**src/rtl/alu_arbiter.sv**
```systemverilog
// rtl/alu_arbiter.sv - two-port valid/ready arbiter sequencing a shared external 8-bit ALU
module alu_arbiter #(
  parameter int PRIORITY_MODE = 0
) (
  input  logic       clk,
  input  logic       reset_n,
  input  logic [1:0] req_valid,
  output logic [1:0] req_ready,
  input  logic [2:0] req_op0,
  input  logic [2:0] req_op1,
  input  logic [7:0] req_a0,
  input  logic [7:0] req_a1,
  input  logic [7:0] req_b0,
  input  logic [7:0] req_b1,
  output logic [1:0] rsp_valid,
  input  logic [1:0] rsp_ready,
  output logic [7:0] rsp_result,
  output logic       rsp_zero,
  output logic       rsp_err,
  output logic [2:0] alu_instruction,
  output logic [7:0] alu_input1,
  output logic [7:0] alu_input2,
  input  logic [7:0] alu_result
);

  typedef enum logic [1:0] {
    IDLE = 2'd0,
    EXEC = 2'd1,
    RESP = 2'd2
  } state_t;

  state_t     state, next_state;
  logic       owner;
  logic       last_grant;
  logic       winner;
  logic       accept;
  logic [2:0] op_r;
  logic [7:0] a_r, b_r;

  // With both ports valid, round-robin hands the grant to the port that did not win last.
  always_comb begin
    winner = 1'b0;
    if (PRIORITY_MODE != 0) begin
      winner = ~req_valid[0];
    end else if (&req_valid) begin
      winner = ~last_grant;
    end else begin
      winner = req_valid[1];
    end
  end

  assign accept = (state == IDLE) && (|req_valid);

  always_comb begin
    next_state = state;
    req_ready  = 2'b00;
    rsp_valid  = 2'b00;
    case (state)
      IDLE: begin
        if (|req_valid) begin
          // Gated by reset_n so the ready strobe drops the instant reset is applied.
          req_ready[winner] = reset_n;
          next_state        = EXEC;
        end
      end
      EXEC: begin
        next_state = RESP;
      end
      RESP: begin
        rsp_valid[owner] = 1'b1;
        if (rsp_ready[owner]) begin
          next_state = IDLE;
        end
      end
      default: begin
        next_state = IDLE;
      end
    endcase
  end

  always_ff @(posedge clk or negedge reset_n) begin
    if (!reset_n) begin
      state      <= IDLE;
      owner      <= 1'b0;
      last_grant <= 1'b1;
      op_r       <= 3'd0;
      a_r        <= 8'd0;
      b_r        <= 8'd0;
      rsp_result <= 8'd0;
      rsp_zero   <= 1'b0;
      rsp_err    <= 1'b0;
    end else begin
      state <= next_state;
      if (accept) begin
        owner      <= winner;
        last_grant <= winner;
        op_r       <= winner ? req_op1 : req_op0;
        a_r        <= winner ? req_a1  : req_a0;
        b_r        <= winner ? req_b1  : req_b0;
      end
      if (state == EXEC) begin
        rsp_result <= alu_result;
        rsp_zero   <= (alu_result == 8'h00);
        rsp_err    <= (op_r > 3'b100);
      end
    end
  end

  assign alu_instruction = op_r;
  assign alu_input1      = a_r;
  assign alu_input2      = b_r;

endmodule

```
**config.mk**
```make
export PLATFORM = sky130hd
export DESIGN_NAME = alu_arbiter
export DESIGN_NICKNAME = d
export VERILOG_FILES = /design/src/rtl/alu_arbiter.sv
export SDC_FILE = /design/constraint.sdc
export NUM_CORES = 1
export LEC_CHECK = 0
export CAP_MARGIN = 10
export CORE_ASPECT_RATIO = 1.5
export CORE_UTILIZATION = 43
export DETAILED_ROUTE_END_ITERATION = 8
export HOLD_SLACK_MARGIN = 0.08
export PLACE_DENSITY = 0.86
export SLEW_MARGIN = 20
export SYNTH_ARGS = -nofsm -noshare
export SYNTH_HDL_FRONTEND = slang
export SYNTH_SLANG_ARGS = --single-unit
```
**constraint.sdc**
```tcl
create_clock -name clk -period 4.25 [get_ports clk]
set_input_delay 0.425 -clock clk [delete_from_list [all_inputs] [get_ports clk]]
set_output_delay 0.425 -clock clk [all_outputs]
set_load 0.01 [all_outputs]
```
# Word-level counts from Yosys, hierarchy flattened
# Cells that the tools add are included.
[totals]
reg_bits = 33
latchBits = 0
ramBits = 0
mem_bits_ro = 0
input_bits = 52
elab_cells = 44
mem_count = 0
[op_classes]
n_addsub = 0
multipliers = 0
div_mod_pow = 0
magnitude_cmp = 5
n_eq_ne = 4
n_shift = 0
n_mux = 16
bitwise = 2
n_reduce_logical = 8
[ops]
columns = ["op", "count"]
rows = [
  ["2-to-1 mux 8 bit", 2],
  ["2-to-1 mux 2 bit", 5],
  ["logical NOT 8 bit", 1],
  ["one-hot mux 2 bit (3 select lines)", 1],
  ["2-to-1 mux 1 bit", 5],
  ["< comparator 1 x 2 -> 1 bit, second input constant", 2],
  ["AND reduction 2 bit", 2],
  ["greater-than comparator 3 bit, second input constant", 1],
  ["logical AND 1 bit", 3],
  ["2-to-1 mux 3 bit", 1],
  ["AND 2 bit", 1],
  ["demux 1 bit (select 1 bit)", 2],
  ["== test 2 x 1 -> 1 bit, second input constant", 1],
  ["== test 2 bit, second input constant", 1],
  [">= comparator 1 bit, second input constant", 2],
  ["logical NOT 2 bit", 1],
  ["inequality test 2 x 1 -> 1 bit, second input constant", 1],
  ["inequality test 2 bit, second input constant", 1],
  ["OR reduction 2 bit", 1],
  ["NOT 1 bit", 1],
]

# Logic depth before layout (Yosys ltp)
# Gate-level depths: netlist (run 1).
[logic_depth]
word_depth = 9
depth_mapped = 4

# Least setup slack after synthesis (run 1)
# No wires, ideal clock.
[synth_path]
kind = "register -> output"
startpoint = "reg state[1]"
endpoint = "out req_ready[0]"
arrival_time_ns = 1.120
t_required_ns = 3.825
path_slack_ns = 2.705
stages_incl_launch_ff = 5
path_cell_list = "dfrtp_1 nor2_2 o21a_2 buf_4 and3b_1"
[synth_between]
elab_chain_cells = 2
[synth_lines]
columns = ["element", "line", "rtl"]
rows = [
  ["start: declaration", "32", "state_t state, next_state;"],
  ["start signal: assignment", "93", "state <= next_state;"],
  ["logical NOT 2 bit", "58", "case (state)"],
  ["2-to-1 mux 2 bit", "58", ""],
  ["end: declaration", "8", "output logic [1:0] req_ready,"],
]
# Every way passes these cells.

# Final worst setup path (run 1)
[layout_path]
startpoint = "in req_valid[0]"
endpoint = "out req_ready[0]"
[layout_between]
elab_chain_cells = 9
elab_cells_between_ends = 11
[layout_lines]
columns = ["element", "line", "rtl"]
rows = [
  ["start: declaration", "7", "input logic [1:0] req_valid,"],
  ["AND reduction 2 bit", "45", "end else if (&req_valid) begin"],
  ["2-to-1 mux 1 bit", "45", ""],
  ["< comparator 1 x 2 -> 1 bit (not written as such) or >= comparator 1 bit (tied branches)", "62", "req_ready[winner] = reset_n;"],
  ["logical AND 1 bit (not written as such)", "62", ""],
  ["2-to-1 mux 1 bit (not written as such)", "62", ""],
  ["demux 1 bit (select 1 bit)", "62", ""],
  ["AND 2 bit (no source line)", "n/a", ""],
  ["2-to-1 mux 2 bit *", "60", "if (|req_valid) begin"],
  ["2-to-1 mux 2 bit *", "58", ""],
]
# Every way passes the cells marked *; elsewhere a longest branch is shown, timed or not.

==> results by group, run 1 <==
Global routing
  • First-pass GRT wire length: around 6.1 mm
  • Total track usage: 0.205
  • Largest net degree at the start of global routing: 23
  • GR Overflow Total: 0
  • Number of global-route vias before repair: ~1300
  • Antenna violations before repair: 0

Timing
  • Hold WS: between 0.4 and 0.5 ns
  • Fmax: 354 MHz
  • Setup TNS: 0 ns
  • Worst slew pin tran: 0.670 ns
  • Final period utilization: 0.664
  • Max-slew headroom: 0.553
  • Worst Skew: approximately 0.0044 ns
  • RSZ-0062 raised after global routing: false
  • Final hold vios: 0
  • Final number of max-transition violations: 0
  • Final setup fails: 0
  • Fin crit period: between 2 and 3 ns
  • PnR worst setup slack: 1.43 ns

Yosys
  • Yosys top cell by area: dfrtp_1
  • Post-synth top area share: 0.480
  • Mux contribution to synthesized area: 0.394
  • Seq/Total Area, Yosys: 0.496
  • Syn_area_per_cell: around 15 sq um
  • Post-Syn Area: 1670 sq um
  • Mapped Nets: between 150 and 200
  • Synth top area cells: dfrtp_1, mux2_4, mux2_2
  • Post-synthesis cell count: 108
  • Ys Warns: 0
  • Synth unique cells: 23
  • Simple-gate share of the synthesized area: 0.0413
  • XOR/XNOR share of the synthesized area: 0
  • Largest family of logic cells by synthesized area: multiplexers
  • Synth Area in Compound Gates: 0.0383
  • Synthesized flop and latch total: 33
  • Adder-cell area share of the yosys netlist: 0

Power and ir drop
  • Total power: between 1.5 and 2 mW
  • VDD IR max: approximately 0.44 mV
  • Leakage: 1.15 nW
  • Power Dens Cells: between 600 and 700 nW/um^2

Finish
  • Share of cells above drive strength 1: 0.288
  • N_diodes: 0
  • Post-route design area: ~2600 sq um
  • Non-Filler Instances: between 200 and 250
  • Fillers: around 280
  • Layout area overhead: 58.3%
  • Finished Core Util: 0.717
  • Final #Nets: roughly 250

Setup path
  • Critical path class: input pin to output port
  • Worst endpoint required time: 3.83 ns
  • Reg2reg start: last_grant$_DFFE_PN1P_
  • CP endpoint kind: output port
  • Crit-path max FO: 22
  • Critical Path Start: req_valid[0]
  • Startpoint Class: input pin
  • Critical path arrival: around 2.4 ns
  • Reg2Reg Depth: 4
  • R2R Path End: alu_input2[4]$_DFFE_PN0P_
  • Crit path capture: req_ready[0]
  • Reg2reg setup slack: around 2.4 ns

Clock tree
  • CTS Sinks: 33
  • Num CTS Buffers: 5
  • Count of hold-fix buffers inserted at cts: 0
  • Post-CTS Resized: 0
  • Setup Buffers After CTS: 0
  • Clock-pin slew on the worst setup and hold paths: ~0.070 ns
  • CTS tree: done
  • Clk root buf: clkbuf_8
  • Max Buffers Root-to-Sink: 2
  • Htree depth: 2
  • Clk Latency, worst-skew pair: 0.27 ns

Route
  • DR WL/cell: about 16 um
  • Routed vias: 1227
  • Post-Route WL: ~3.9 mm
  • Number of DRC markers in iteration 0: 18
  • Initial DRT Pass Iterations: 2
  • # DRC: 0
  • Final ANT Viol Nets: 0
  • Vias per cell: a little over 5

Placement
  • GP Congestion: around 0.7
  • Dpl ws: ~1.4 ns
  • Placed cells: around 230
  • DP HPWL: 3.15 mm
  • DP Area: roughly 2500 sq um
  • Port bufs: 84

Floorplanning
  • Initial core utilization: 0.453
  • DIE AREA: a little over 4000 sq um
  • Core Footprint: between 3000 and 4000 sq um
  • IO Pins: 85
  • Cell row count: 27
  • Die extent in x: around 53 um
  • Die height: 78.2 um

Hold path
  • HP Class: input pin to async pin

Flow run
  • Max-cap violations: 0

Status
  • Status: complete, no violations
## cells in the final DEF, fill, tap and decap left out, drive strengths merged
cell type	Yosys	layout
a21boi	1	1
a21oi	1	1
a31oi	1	1
and3	1	1
and3b	1	1
buf	5	3
clkbuf	0	7
clkdlybuf4s50	0	84
clkinv	0	1
dfrtp	32	32
dfstp	1	1
inv	1	1
mux2	47	47
nand2	4	4
nand2b	2	2
nor2	3	3
nor4	2	2
o21a	1	1
o21ai	5	5
## sequential cells by signal (all words and copies together), names as in the netlist
signal,count
alu_input2,8
rsp_err,1
owner,1
alu_input1,8
rsp_zero,1
state,2
last_grant,1
rsp_result,8
alu_instruction,3
## kinds of logic (layout without fill, tap and decap cells)
family | count (synthesis) | count (layout)
AND/OR/NAND/NOR | 13 | 13
flip-flops | 33 | 33
AO/OA/AOI/OAI | 9 | 9
buffers and inverters | 6 | 96
multiplexers | 47 | 47
## power by group
part           total, mW  internal (mW)  switching (mW)  leakage, nW
sequential         0.580          0.476           0.104        0.390
clock              0.250          0.146           0.104       0.0542
combinational      0.867          0.563           0.304        0.710
## final cells by class
type	count	area, sq um	area share
Timing Repair Buffer	87	863	0.327
Sequential cell	33	827	0.313
Multi-Input combinational cell	69	790	0.299
Clock buffer	7	96.3	0.0365
Tap cell	43	53.8	0.0204
Clock inverter	1	5.00	0.00190
Inverter	1	3.75	0.00142
## critical path: stages
cell and delay (ns):
clkdlybuf4s50_1 0.57, o21a_2 0.60, and3b_1 0.26, clkdlybuf4s50_1 0.54
## metal layers
layer / vias up / global-route usage / wire length, um
li1: 560 / - / -
met1: 604 / 0.225 / 1340
met2: 61 / 0.376 / 2250
met3: 2 / 0.0504 / 278
met4: 0 / 0.0553 / 19
met5: - / 0 / 0
## worst min path at each step
stage | startpoint | endpoint | slack (ns) | depth (start not counted)
6_report | reset_n | rsp_err$_DFFE_PN0N_ | 0.46 | 1
5_1_grt | reset_n | alu_instruction[1]$_DFFE_PN0P_ | 0.50 | 1
4_1_cts | reset_n | rsp_err$_DFFE_PN0N_ | 0.47 | 1
3_5_place_dp | rsp_err$_DFFE_PN0N_ | rsp_err$_DFFE_PN0N_ | 0.48 | 2
3_3_place_gp | rsp_zero$_DFFE_PN0N_ | rsp_zero$_DFFE_PN0N_ | 0.47 | 2
2_1_floorplan | reset_n | alu_input1[0]$_DFFE_PN0P_ | 0.13 | 0
## cell usage after synthesis, drive strengths merged
library cell   n
and3           1
nand2b         2
nor2           3
dfstp          1
o21a           1
a31oi          1
inv            1
nand2          4
and3b          1
o21ai          5
nor4           2
dfrtp         32
a21oi          1
a21boi         1
mux2          47
buf            5
Note: power is estimated with default switching activity, not from simulation.
==> run 2: changes to the inputs <==
--- a/config.mk
+++ b/config.mk
@@ -7,10 +7,10 @@
 export LEC_CHECK = 0
 export CAP_MARGIN = 10
 export CORE_ASPECT_RATIO = 1.5
-export CORE_UTILIZATION = 43
+export CORE_UTILIZATION = 40
 export DETAILED_ROUTE_END_ITERATION = 8
 export HOLD_SLACK_MARGIN = 0.08
-export PLACE_DENSITY = 0.86
+export PLACE_DENSITY = 0.8
 export SLEW_MARGIN = 20
 export SYNTH_ARGS = -nofsm -noshare
 export SYNTH_HDL_FRONTEND = slang
==> constraint.sdc (replaced) <==
create_clock -name clk -period 2.69 [get_ports clk]
set_input_delay 0.269 -clock clk [delete_from_list [all_inputs] [get_ports clk]]
set_output_delay 0.269 -clock clk [all_outputs]
set_load 0.01 [all_outputs]
==> run 2 against run 1 <==
  * Register-to-register slack got worse by 1.4 ns
  * Die area increased by 7.3%
  * Global-route usage decreased by 2.1 points
  * Clock skew increased by 0.0017 ns
  * Count of clock-buffer cells in the layout increased by 1
  * Sequential cell count unchanged
  * Total power increased by 57%
  * Sequential power increased by 57%
  * Via count decreased by 1.9%
  * Combinational power increased by 59%
==> results by group, run 2 (synthesis results as in run 1) <==
Setup path
  • CP endpoint kind: output port
  • Reg2Reg Depth: 4 (unchanged)
  • Startpoint Class: flip-flop
  • Critical path arrival: 1.74 ns (-0.66 ns)
  • Critical path class: flip-flop to output port
  • Crit-path max FO: 5 (-77%)
  • Worst endpoint required time: 2.42 ns (-1.41 ns)

Finish
  • Most frequent cells in the layout: clkdlybuf4s50_1, mux2_4, dfrtp_1
  • Fillers: 310 (+13%)
  • Layout area overhead: 57.8%
  • Most common cell after layout, fill and taps aside: clkdlybuf4s50_1
  • Area occupied by multi-input gates: 790 sq um (unchanged)
  • Final #Nets: 249 (unchanged)
  • Share of cells above drive strength 1: 0.278 (-0.0101)
  • Post-route design area: 2630 sq um (-0.33%)
  • N_diodes: 0 (unchanged)
  • Storage element area: 827 sq um (unchanged)

Placement
  • DP HPWL: 3.02 mm (-4.2%)
  • Port bufs: 84 (unchanged)
  • DP Area: 2540 sq um (about the same)
  • GP Congestion: 0.671 (-4.7%)

Timing
  • Setup TNS: 0 ns (unchanged)
  • Final setup fails: 0 (unchanged)
  • Worst Skew: 0.00609 ns (+0.00173 ns)
  • Final period utilization: 0.747
  • Final hold vios: 0 (unchanged)
  • Fin crit period: 2.01 ns
  • Worst slew pin tran: 0.528 ns (-0.143 ns)
  • Max-slew headroom: 0.648 (+0.0953)
  • RSZ-0062 raised after global routing: false
  • Fmax: 498 MHz
  • Final number of max-transition violations: 0 (unchanged)

Floorplanning
  • Initial core utilization: 0.421 (-0.0316)
  • IO Pins: 85 (unchanged)
  • Die height: 81.1 um (+3.6%)
  • Die extent in x: 54.7 um (+3.5%)
  • DIE AREA: 4430 sq um (+7.3%)
  • Core Footprint: 3960 sq um (+7.5%)
  • Cell row count: 28 (+3.7%)

Clock tree
  • Clk Latency, worst-skew pair: 0.28 ns (about the same)
  • Htree depth: 2 (unchanged)
  • Clock-pin slew on the worst setup and hold paths: 0.06 ns (about the same)
  • Setup Buffers After CTS: 0 (unchanged)
  • Max Buffers Root-to-Sink: 2 (unchanged)
  • Post-CTS Resized: 0 (unchanged)
  • Count of hold-fix buffers inserted at cts: 0 (unchanged)
  • CTS tree: done
  • Clk root buf: clkbuf_8
  • CTS Sinks: 33 (unchanged)
  • Num CTS Buffers: 5 (unchanged)

Global routing
  • First-pass GRT wire length: 5.73 mm (-6.7%)
  • Largest net degree at the start of global routing: 33 (+43%)
  • Number of global-route vias before repair: 1349 (+1.8%)
  • Gr busiest metal: met2
  • Met2 Track Usage GR: 0.336 (-0.0398)
  • Total track usage: 0.184 (-0.0214)
  • Antenna violations before repair: 0 (unchanged)
  • Grt met1 use: 0.182 (-0.0428)
  • GRT met3 Usage: 0.0581 (+0.00766)
  • GR Overflow Total: 0 (unchanged)

Power and ir drop
  • Leakage: 1.15 nW (-0.74%)
  • VDD IR max: 0.640 mV (+44%)
  • Power Dens Cells: 1010 nW/um^2 (+57%)

Route
  • Post-Route WL: 3.79 mm (-2.4%)
  • DR WL/cell: 15.6 um (-3.2%)
  • # DRC: 0 (unchanged)
  • Routed vias: 1204 (-1.9%)
  • Vias per cell: 4.95 (-2.7%)
  • Initial DRT Pass Iterations: 4 (+2)
  • Number of DRC markers in iteration 0: 11 (-7)
  • Final ANT Viol Nets: 0 (unchanged)

Flow run
  • Max-cap violations: 0 (unchanged)

Status
  • Status: complete, no violations

Hold path
  • HP Class: input pin to async pin
run 2: cell count changes in the layout (fill, tap and decap cells not counted):
| cell | previous run | this run |
|---|---|---|
| clkbuf_1 | 0 | 2 |
| clkbuf_8 | 7 | 6 |
| clkinv_2 | 1 | 0 |
run 2: per-stage QoR:
stage	cells	setup slack (ns)	util	hold slack [ns]	total power, mW
after detailed placement	235	0.577	0.642	0.472	2.31
after CTS	243	0.650	0.664	0.401	2.69
final	243	0.681	0.664	0.404	2.66
after global placement	235	0.657	0.642	0.466	2.26
after floorplan	108	1.27	-	-0.0266	1.66
after global routing	243	0.583	0.664	0.416	2.82
run 2: cell type report:
cell class                      count  share of cell area
Sequential cell                    33               0.314
Timing Repair Buffer               87               0.328
Tap cell                           45              0.0214
Multi-Input combinational cell     69               0.300
Clock buffer                        8              0.0343
Inverter                            1             0.00143
run 2: final timing paths:
kind                                   startpoint                              to  slack [ns]
max                          state[1]$_DFFE_PN0P_                    req_ready[0]        0.68
min                                       reset_n          last_grant$_DFFE_PN1P_        0.40
max reg2reg                last_grant$_DFFE_PN1P_  alu_instruction[2]$_DFFE_PN0P_        1.06
min reg2reg                   rsp_err$_DFFE_PN0N_             rsp_err$_DFFE_PN0N_        0.48
max in group asynchronous                 reset_n            state[0]$_DFFE_PN0P_        1.87
min in group clk              rsp_err$_DFFE_PN0N_             rsp_err$_DFFE_PN0N_        0.48
run 2: critical path, stage by stage (launching register included):
cell and delay [ns]:
dfrtp_1 0.40, nor2_2 0.20, o21a_2 0.17, and3b_1 0.15, clkdlybuf4s50_1 0.54
run 2: where the power goes:
group          switching, mW  internal [mW]
Combinational          0.479          0.896
Clock                  0.165          0.208
Sequential             0.157          0.753
run 2: metal layers:
layer	vias to the layer above	wire length, um
met1	568	1290
met2	69	2070
met5	-	0
met3	4	396
met4	0	32
li1	563	-
